`src/rtl/reg_file_seq_pkg.sv`:
```
// Shared definitions for the register-file bulk-access sequencer.
package reg_file_seq_pkg;

  localparam int unsigned NREG_DEF = 32;
  localparam int unsigned AW_DEF   = 5;
  localparam int unsigned DW_DEF   = 32;
  localparam int unsigned CW       = 6;
  localparam int unsigned CNT_MAX  = 32;

  typedef enum logic [1:0] {
    OP_DUMP  = 2'b00,
    OP_LOAD  = 2'b01,
    OP_CLEAR = 2'b10,
    OP_RSVD  = 2'b11
  } op_e;

  typedef enum logic [2:0] {
    S_IDLE,
    S_DUMP_RD,
    S_DUMP_EMIT0,
    S_DUMP_EMIT1,
    S_LOAD,
    S_CLEAR,
    S_DONE
  } state_e;

  // Reserved op behaves as an empty command; larger counts saturate at a full sweep.
  function automatic logic [CW-1:0] clamp_count(input logic [1:0] op, input logic [CW-1:0] count);
    if (op == OP_RSVD) return '0;
    return (count > CW'(CNT_MAX)) ? CW'(CNT_MAX) : count;
  endfunction

endpackage

```
`src/rtl/reg_file_seq_if.sv`:
```
// Command, stream and register-file port bundle for reg_file_seq.
interface reg_file_seq_if #(
  parameter int unsigned AW = 5,
  parameter int unsigned DW = 32
);
  logic          cmd_valid;
  logic          cmd_ready;
  logic [1:0]    cmd_op;
  logic [AW-1:0] cmd_base;
  logic [5:0]    cmd_count;
  logic          in_valid;
  logic          in_ready;
  logic [DW-1:0] in_data;
  logic          out_valid;
  logic          out_ready;
  logic [DW-1:0] out_data;
  logic [AW-1:0] out_addr;
  logic [AW-1:0] rf_A1;
  logic [AW-1:0] rf_A2;
  logic [AW-1:0] rf_A3;
  logic [DW-1:0] rf_WD3;
  logic          rf_WE3;
  logic [DW-1:0] rf_RD1;
  logic [DW-1:0] rf_RD2;
  logic          busy;
  logic          done;

  modport master (
    output cmd_valid, cmd_op, cmd_base, cmd_count, in_valid, in_data, out_ready, rf_RD1, rf_RD2,
    input  cmd_ready, in_ready, out_valid, out_data, out_addr,
           rf_A1, rf_A2, rf_A3, rf_WD3, rf_WE3, busy, done
  );

  modport slave (
    input  cmd_valid, cmd_op, cmd_base, cmd_count, in_valid, in_data, out_ready, rf_RD1, rf_RD2,
    output cmd_ready, in_ready, out_valid, out_data, out_addr,
           rf_A1, rf_A2, rf_A3, rf_WD3, rf_WE3, busy, done
  );
endinterface

```
`src/rtl/rf_seq_ptr.sv`:
```
// Wrapping register pointer plus remaining-access down-counter.
module rf_seq_ptr
  import reg_file_seq_pkg::*;
#(
  parameter int unsigned NREG = NREG_DEF,
  parameter int unsigned AW   = AW_DEF
) (
  input  logic          clock,
  input  logic          reset,
  input  logic          load,
  input  logic          step,
  input  logic [AW-1:0] base,
  input  logic [CW-1:0] count,
  output logic [AW-1:0] ptr,
  output logic [AW-1:0] ptr_nxt,
  output logic          last
);
  logic [CW-1:0] rem;

  assign ptr_nxt = (ptr == AW'(NREG - 1)) ? '0 : ptr + AW'(1);
  assign last    = (rem == CW'(1));

  always_ff @(posedge clock or negedge reset) begin
    if (!reset) begin
      ptr <= '0;
      rem <= '0;
    end else if (load) begin
      ptr <= base;
      rem <= count;
    end else if (step) begin
      ptr <= ptr_nxt;
      rem <= rem - CW'(1);
    end
  end
endmodule

```
`src/rtl/reg_file_seq.sv`:
```
// Bulk DUMP/LOAD/CLEAR sequencer driving a 2-read/1-write register file.
module reg_file_seq
  import reg_file_seq_pkg::*;
#(
  parameter int unsigned NREG = NREG_DEF,
  parameter int unsigned AW   = AW_DEF,
  parameter int unsigned DW   = DW_DEF
) (
  input logic           clock,
  input logic           reset,
  reg_file_seq_if.slave bus
);
  state_e        state;
  logic [DW-1:0] buf0;
  logic [DW-1:0] buf1;
  logic [AW-1:0] ptr;
  logic [AW-1:0] ptr_nxt;
  logic [CW-1:0] cnt_eff;
  logic          last;
  logic          accept;
  logic          step;

  assign accept  = (state == S_IDLE) && bus.cmd_valid;
  assign cnt_eff = clamp_count(bus.cmd_op, bus.cmd_count);
  assign step    = (((state == S_DUMP_EMIT0) || (state == S_DUMP_EMIT1)) && bus.out_ready)
                || ((state == S_LOAD) && bus.in_valid)
                ||  (state == S_CLEAR);

  rf_seq_ptr #(.NREG(NREG), .AW(AW)) u_ptr (
    .clock   (clock),
    .reset   (reset),
    .load    (accept),
    .step    (step),
    .base    (bus.cmd_base),
    .count   (cnt_eff),
    .ptr     (ptr),
    .ptr_nxt (ptr_nxt),
    .last    (last)
  );

  always_ff @(posedge clock or negedge reset) begin
    if (!reset) begin
      state <= S_IDLE;
      buf0  <= '0;
      buf1  <= '0;
    end else begin
      case (state)
        S_IDLE:
          if (bus.cmd_valid) begin
            if (cnt_eff == '0) state <= S_DONE;
            else begin
              case (op_e'(bus.cmd_op))
                OP_DUMP:  state <= S_DUMP_RD;
                OP_LOAD:  state <= S_LOAD;
                OP_CLEAR: state <= S_CLEAR;
                default:  state <= S_DONE;
              endcase
            end
          end
        S_DUMP_RD: begin
          buf0  <= bus.rf_RD1;
          buf1  <= bus.rf_RD2;
          state <= S_DUMP_EMIT0;
        end
        S_DUMP_EMIT0: if (bus.out_ready) state <= last ? S_DONE : S_DUMP_EMIT1;
        S_DUMP_EMIT1: if (bus.out_ready) state <= last ? S_DONE : S_DUMP_RD;
        S_LOAD:       if (bus.in_valid && last) state <= S_DONE;
        S_CLEAR:      if (last) state <= S_DONE;
        default:      state <= S_IDLE;
      endcase
    end
  end

  // Outputs decode straight from state so an async reset kills rf_WE3 at once.
  always_comb begin
    bus.cmd_ready = 1'b0;
    bus.in_ready  = 1'b0;
    bus.out_valid = 1'b0;
    bus.out_data  = '0;
    bus.out_addr  = '0;
    bus.rf_A1     = '0;
    bus.rf_A2     = '0;
    bus.rf_A3     = '0;
    bus.rf_WD3    = '0;
    bus.rf_WE3    = 1'b0;
    bus.busy      = (state != S_IDLE);
    bus.done      = 1'b0;
    case (state)
      S_IDLE:    bus.cmd_ready = reset;
      S_DUMP_RD: begin
        bus.rf_A1 = ptr;
        bus.rf_A2 = ptr_nxt;
      end
      S_DUMP_EMIT0: begin
        bus.out_valid = 1'b1;
        bus.out_data  = buf0;
        bus.out_addr  = ptr;
      end
      S_DUMP_EMIT1: begin
        bus.out_valid = 1'b1;
        bus.out_data  = buf1;
        bus.out_addr  = ptr;
      end
      S_LOAD: begin
        bus.in_ready = 1'b1;
        bus.rf_WE3   = bus.in_valid;
        bus.rf_A3    = ptr;
        bus.rf_WD3   = bus.in_data;
      end
      S_CLEAR: begin
        bus.rf_WE3 = 1'b1;
        bus.rf_A3  = ptr;
      end
      S_DONE:  bus.done = 1'b1;
      default: ;
    endcase
  end
endmodule

```
`src/flat_wrapper.sv`:
```
// flat-port wrapper written by rule: the top's interface ports become plain ports
module reg_file_seq_flat import reg_file_seq_pkg::*;
#(
  parameter int unsigned NREG = NREG_DEF,
  parameter int unsigned AW   = AW_DEF,
  parameter int unsigned DW   = DW_DEF
)
  (clock, reset, bus_cmd_valid, bus_cmd_op, bus_cmd_base, bus_cmd_count, bus_in_valid, bus_in_data, bus_out_ready, bus_rf_RD1, bus_rf_RD2, bus_cmd_ready, bus_in_ready, bus_out_valid, bus_out_data, bus_out_addr, bus_rf_A1, bus_rf_A2, bus_rf_A3, bus_rf_WD3, bus_rf_WE3, bus_busy, bus_done);
  reg_file_seq_if #(.AW(AW), .DW(DW)) bus_i ();
  input logic clock;
  input logic reset;
  input wire logic [$bits(bus_i.cmd_valid)-1:0] bus_cmd_valid;
  input wire logic [$bits(bus_i.cmd_op)-1:0] bus_cmd_op;
  input wire logic [$bits(bus_i.cmd_base)-1:0] bus_cmd_base;
  input wire logic [$bits(bus_i.cmd_count)-1:0] bus_cmd_count;
  input wire logic [$bits(bus_i.in_valid)-1:0] bus_in_valid;
  input wire logic [$bits(bus_i.in_data)-1:0] bus_in_data;
  input wire logic [$bits(bus_i.out_ready)-1:0] bus_out_ready;
  input wire logic [$bits(bus_i.rf_RD1)-1:0] bus_rf_RD1;
  input wire logic [$bits(bus_i.rf_RD2)-1:0] bus_rf_RD2;
  output wire logic [$bits(bus_i.cmd_ready)-1:0] bus_cmd_ready;
  output wire logic [$bits(bus_i.in_ready)-1:0] bus_in_ready;
  output wire logic [$bits(bus_i.out_valid)-1:0] bus_out_valid;
  output wire logic [$bits(bus_i.out_data)-1:0] bus_out_data;
  output wire logic [$bits(bus_i.out_addr)-1:0] bus_out_addr;
  output wire logic [$bits(bus_i.rf_A1)-1:0] bus_rf_A1;
  output wire logic [$bits(bus_i.rf_A2)-1:0] bus_rf_A2;
  output wire logic [$bits(bus_i.rf_A3)-1:0] bus_rf_A3;
  output wire logic [$bits(bus_i.rf_WD3)-1:0] bus_rf_WD3;
  output wire logic [$bits(bus_i.rf_WE3)-1:0] bus_rf_WE3;
  output wire logic [$bits(bus_i.busy)-1:0] bus_busy;
  output wire logic [$bits(bus_i.done)-1:0] bus_done;
  assign bus_i.cmd_valid = bus_cmd_valid;
  assign bus_i.cmd_op = bus_cmd_op;
  assign bus_i.cmd_base = bus_cmd_base;
  assign bus_i.cmd_count = bus_cmd_count;
  assign bus_i.in_valid = bus_in_valid;
  assign bus_i.in_data = bus_in_data;
  assign bus_i.out_ready = bus_out_ready;
  assign bus_i.rf_RD1 = bus_rf_RD1;
  assign bus_i.rf_RD2 = bus_rf_RD2;
  assign bus_cmd_ready = bus_i.cmd_ready;
  assign bus_in_ready = bus_i.in_ready;
  assign bus_out_valid = bus_i.out_valid;
  assign bus_out_data = bus_i.out_data;
  assign bus_out_addr = bus_i.out_addr;
  assign bus_rf_A1 = bus_i.rf_A1;
  assign bus_rf_A2 = bus_i.rf_A2;
  assign bus_rf_A3 = bus_i.rf_A3;
  assign bus_rf_WD3 = bus_i.rf_WD3;
  assign bus_rf_WE3 = bus_i.rf_WE3;
  assign bus_busy = bus_i.busy;
  assign bus_done = bus_i.done;
  reg_file_seq #(.NREG(NREG), .AW(AW), .DW(DW)) u_core (.clock(clock), .reset(reset), .bus(bus_i));
endmodule
```
`config.mk`:
```
export PLATFORM = sky130hd
export DESIGN_NAME = reg_file_seq_flat
export DESIGN_NICKNAME = d
export VERILOG_FILES = /design/src/rtl/reg_file_seq_pkg.sv /design/src/rtl/reg_file_seq_if.sv /design/src/rtl/rf_seq_ptr.sv /design/src/rtl/reg_file_seq.sv /design/src/flat_wrapper.sv
export SDC_FILE = /design/constraint.sdc
export NUM_CORES = 1
export LEC_CHECK = 0
export CAP_MARGIN = 10
export CELL_PAD_IN_SITES_DETAIL_PLACEMENT = 0
export CELL_PAD_IN_SITES_GLOBAL_PLACEMENT = 1
export CORE_MARGIN = 5
export CORE_UTILIZATION = 48
export CTS_BUF_LIST = sky130_fd_sc_hd__clkbuf_16
export CTS_CLUSTER_DIAMETER = 30
export CTS_CLUSTER_SIZE = 12
export DETAILED_ROUTE_END_ITERATION = 7
export DONT_BUFFER_PORTS = 1
export PLACE_DENSITY_LB_ADDON = 0.1
export SYNTH_ARGS = -nofsm -noshare
export SYNTH_HDL_FRONTEND = slang
export SYNTH_SLANG_ARGS = --single-unit
```
`constraint.sdc`:
```
create_clock -name clock -period 4.55 [get_ports clock]
set_input_delay 0.455 -clock clock [delete_from_list [all_inputs] [get_ports clock]]
set_output_delay 0.455 -clock clock [all_outputs]
set_load 0.05 [all_outputs]
```
---- Word-level counts from Yosys, hierarchy flattened ----
Cells that the tools add are included.
storage, ports and cells
  output and inout bits ................... 90
  input bits .............................. 114
  flip-flop bits (word level) ............. 78
operators by class
  equal/unequal tests ..................... 16
  $lt $le $gt $ge ......................... 1
  mux-type cells .......................... 30
  reductions and logical operators ........ 15
  add/subtract/negate cells ............... 2
operators with widths
  kind                                               count
  case mux 32 bit (2 select lines)                   1
  2-to-1 mux 5 bit                                   7
  2-to-1 mux 32 bit                                  1
  2-to-1 mux 6 bit                                   5
  2-to-1 mux 3 bit                                   8
  case mux 3 bit (6 select lines)                    1
  == test 3 bit (second input constant)              3
  case mux 3 bit (3 select lines)                    1
  != test 2 bit (second input constant)              4
  == test 3 x 2 -> 1 bit (second input constant)     2
  == test 6 x 1 -> 1 bit (second input constant)     1
  > comparator 6 bit (second input constant)         1
  logical NOT 6 bit                                  1
  subtractor 6 x 1 -> 6 bit (second input constant)  1
  adder 5 x 1 -> 5 bit (second input constant)       1
  == test 5 bit (second input constant)              1
  2-to-1 mux 1 bit                                   5
  AND reduction 5 bit                                1
  == test 2 bit (second input constant)              2
  logical AND 1 bit                                  4
  OR reduction 2 bit                                 2
  == test 3 x 1 -> 1 bit (second input constant)     1
  logical NOT 3 bit                                  1
  logical OR 1 bit                                   3
  other kinds (6)                                    6

---- Longest topological paths before layout ----
  depth in word-level cells ............... 7
  mapped depth ............................ 8
  gate-level depth less buffers ........... 6

---- Cells and area by module ----
From an unflattened synthesis, not the netlist that was laid out.
second synthesis, totals
  cells, all modules ...................... 376
  area total of the unflattened synthesis .. 4190.3 um2
modules (own cells, without submodules)
  module        seq. area each (um2)  cells an instance  times used  area an instance (um2)
  reg_file_seq  1676.6                306                1           3529.6
  rf_seq_ptr    275.3                 70                 1           660.6

---- Worst setup path before layout ----
OpenSTA, ideal clock, no wires.
  kind .................................... reg2out
  start point ............................. reg u_core.state[1]
  end point ............................... out bus_rf_A2[2]
  cell stages (with the launch flop) ...... 6
  arrival time ............................ 2.208 ns
  setup slack ............................. 1.887 ns
  cell sequence ........................... dfrtp_1 buf_6 nor2_1 nand2_1 buf_2 nor3_1
on the way
  cells in the longest elaborated chain, start to end .. 2
RTL lines
  element                 RTL line            text
  start, declared         reg_file_seq.sv:13  state_e state;
  start signal, assigned  reg_file_seq.sv:65  S_DUMP_EMIT0: if (bus.out_ready) state <= last ? S_DONE : S_DUMP_EMIT1;
  start signal, assigned  reg_file_seq.sv:66  S_DUMP_EMIT1: if (bus.out_ready) state <= last ? S_DONE : S_DUMP_RD;
  == test 3 x 1 -> 1 bit  reg_file_seq.sv:88  case (state)
  2-to-1 mux 5 bit        reg_file_seq.sv:88
  end, declared           flat_wrapper.sv:27  output wire logic [$bits(bus_i.rf_A2)-1:0] bus_rf_A2;
Every way passes these cells.

---- Worst setup path after layout ----
  start point ............................. reg u_core.state[1]
  end point ............................... out bus_rf_A2[3]
Same word-level chain as after synthesis.

==> results.sh <==
export IMPL_critical_path_top_delay_family="simple AND/OR/NAND/NOR gates"
export IMPL_synthFlopType="dfrtp_1"
export IMPL_setup_violations=0
export IMPL_port_buffer_count=0
export IMPL_cp_arrival_ns=2.56
export IMPL_holdBufCountCts=1
export IMPL_final_setup_tns_ns=0
export IMPL_die_h_um=104
export IMPL_clk_pin_slew_ns=0.06
export IMPL_p_seq_frac=0.333
export IMPL_fmax_mhz=331
export IMPL_root_buffer="clkbuf_16"
export IMPL_clock_latency_ns=0.33
export IMPL_skew_ns=0.00790
export IMPL_dpl_instance_area_um2=4240
export IMPL_final_nets=617
export IMPL_power_density_nw_per_um2=829
export IMPL_critPathLaunchType="flip-flop"
export IMPL_slowest_stage="nor3_2"
export IMPL_leakagePower_nw=2.17
export IMPL_cts_htree_levels=3
export IMPL_path_cells="nor2_1 > nand2_2 > buf_4 > nor3_2"
export IMPL_period_share=0.664
export IMPL_ys_seq_area_frac=0.462
export IMPL_grt_max_degree=79
export IMPL_grt_pass1_vias=3425
export IMPL_p_sw_frac=0.498
export IMPL_ant_nets=0
export IMPL_avgSynthCellArea_um2=8.18
export IMPL_route_detailed_drc=0
export IMPL_status="finished, final reports clean"
export IMPL_p_sw_mw=1.88
export IMPL_gp_congestion=0.940
export IMPL_yosysTopAreaCell="dfrtp_1"
export IMPL_antenna_found_initial=2
export IMPL_design_area_um2=4560
export IMPL_yosys_top_cells_area="dfrtp_1 46%, nand2_1 18%, mux2i_1 8.1%"
export IMPL_n_fill_cell=837
export IMPL_die_area_um2=10800
export IMPL_worstSetupPathType="reg2out"
export IMPL_cts_resized=0
export IMPL_synth_cells=516
export IMPL_first_iter_violations=210
export IMPL_start_util=0.489
export IMPL_internal_power_mw=1.90
export IMPL_grt_pass1_wl_um=19000
export IMPL_max_cap_violations=0
export IMPL_via_per_inst=5.56
export IMPL_syn_nets=634
export IMPL_hold_viol=0
export IMPL_area_delta_synth_final_pct=8.15
export IMPL_routedWlPerCell_um=19.4
export IMPL_dr_pass1_iters=5
export IMPL_yosysMostFrequentCell="nand2_1"
export IMPL_synth_cell_type_count=37
export IMPL_cts_setup_buffers=0
export IMPL_synth_edf_count=0
export IMPL_worst_slew_pin_slew_ns=1.07
export IMPL_clock_sinks=78
export IMPL_ios=204
export IMPL_p_comb_frac=0.481
export IMPL_core_area_um2=8640
export IMPL_power_frac_clock=0.186
export IMPL_grt_overflow=0
export IMPL_synth_area_um2=4220
export IMPL_max_clock_path_buffers=2
export IMPL_peakVddDrop_uv=270
export IMPL_dp_hpwl_um=8390
export IMPL_layout_drive_gt1_share=0.0596
export IMPL_reg2reg_from="u_core.state[0]"
export IMPL_totalWireLength_um=11900
export IMPL_grt_setup_unrepaired="false"
export IMPL_relSlewSlack=0.281
export IMPL_min_path_type="in2async"
export IMPL_cts_tree="yes"
export IMPL_grt_use_total=0.220
export IMPL_cts_buffers=9
export IMPL_yosys_top_cells_count="201 x nand2_1, 78 x dfrtp_1, 42 x nor2_1, 41 x and3_1, 34 x mux2i_1"
export IMPL_slew_viol_final=0
export IMPL_ys_ff_latch=78
export IMPL_critPathBufInv=1
export IMPL_required_ns=4.09
export IMPL_synth_top_area_frac=0.462
export IMPL_vias=3406
export IMPL_synthArstFlopShare=1.00
export IMPL_critPathMaxStageDelay_ns=0.78
export IMPL_fp_dieW_um=104
export IMPL_num_rows=34
export IMPL_crit_path_end_kind="output pin"
export IMPL_crit_path_start="u_core.state[1]"
export IMPL_cp_max_fo=65
export IMPL_fin_crit_ns=3.02
export IMPL_ys_warn_count=0
-- power by group through the flow --
stage	clock network [mW]	logic [mW]	registers [mW]
after floorplan	0	1.68	1.17
after global placement	0	1.80	1.26
after detailed placement	0	1.82	1.27
after CTS	0.727	1.84	1.26
after global routing	0.752	1.99	1.32
final	0.704	1.82	1.26
-- registers in the layout, summed over array words and instances, names as in the netlist --
signal,flops
u_core.buf1,32
u_core.state,3
u_core.u_ptr.rem,6
u_core.u_ptr.ptr,5
u_core.buf0,32
-- per-layer routing --
metal / routed length, um / global-route usage
met4: 236 / 0.0786
met1: 4570 / 0.251
met3: 990 / 0.0721
met2: 6110 / 0.384
met5: 0 / 0
-- cells by family after synthesis --
group           synth area share
xor+xnor                 0.00623
flops                      0.462
mux                       0.0833
fa+ha+maj                 0.0119
buf+inv                   0.0471
compound gates            0.0486
simple gates               0.340
-- layout by cell type, fill, tap and decap left out, drive strengths merged, types with 2 or more instances in the layout --
cell and instances:
and2 12, clkinv 2, or3 5, nand2 201, dfrtp 78, a31oi 7
buf 7, diode 2, nand2b 2, inv 7, a21oi 5, nor2b 2
nand3 6, clkbuf 9, or4 3, and3 41, ha 4, clkinvlp 2
nor3 9, nor2 42, mux2i 34, o21ai 9, xnor2 2, o311ai 2
-- worst register-to-register path, stage by stage, from the launching register on --
cell and delay (ns):
dfrtp_2 0.63, buf_4 0.52, nor2_1 0.18, nor2_1 0.75, a21oi_1 0.14, a221oi_1 0.24
-- path summary, 6_finish.rpt --
check	cells past startpoint	slack, ns	end
worst max-delay path	4	1.53	bus_rf_A2[3]
worst min-delay path	1	0.005	u_core.buf0[20]
worst max register to register	5	1.99	u_core.state[1]
worst min register to register	2	0.47	u_core.buf0[0]
max in group asynchronous	1	4.18	u_core.state[0]
min in group clock	2	0.23	u_core.buf1[1]
-- per-stage QoR --
stage	worst slack, ns	hold slack, ns	utilization	power (mW)	std cells
after global routing	1.36	0.0362	0.528	4.06	612
after CTS	1.49	0.0262	0.528	3.83	611
after detailed placement	1.86	0.161	0.491	3.09	595
after global placement	1.96	0.161	0.491	3.06	595
after floorplan	1.89	0.159	-	2.85	516
final	1.53	0.00526	0.529	3.79	613
-- area by class of cell --
class | count | area, um2 | area share
Antenna cell | 2 | 5.00 | 0.00110
Clock buffer | 9 | 225 | 0.0493
Clock inverter | 6 | 62.6 | 0.0137
Inverter | 6 | 27.5 | 0.00603
Multi-Input combinational cell | 397 | 2080 | 0.456
Sequential cell | 78 | 1950 | 0.428
Tap cell | 108 | 135 | 0.0296
Timing Repair Buffer | 7 | 72.6 | 0.0159
Power figures use the tool's default switching activity.
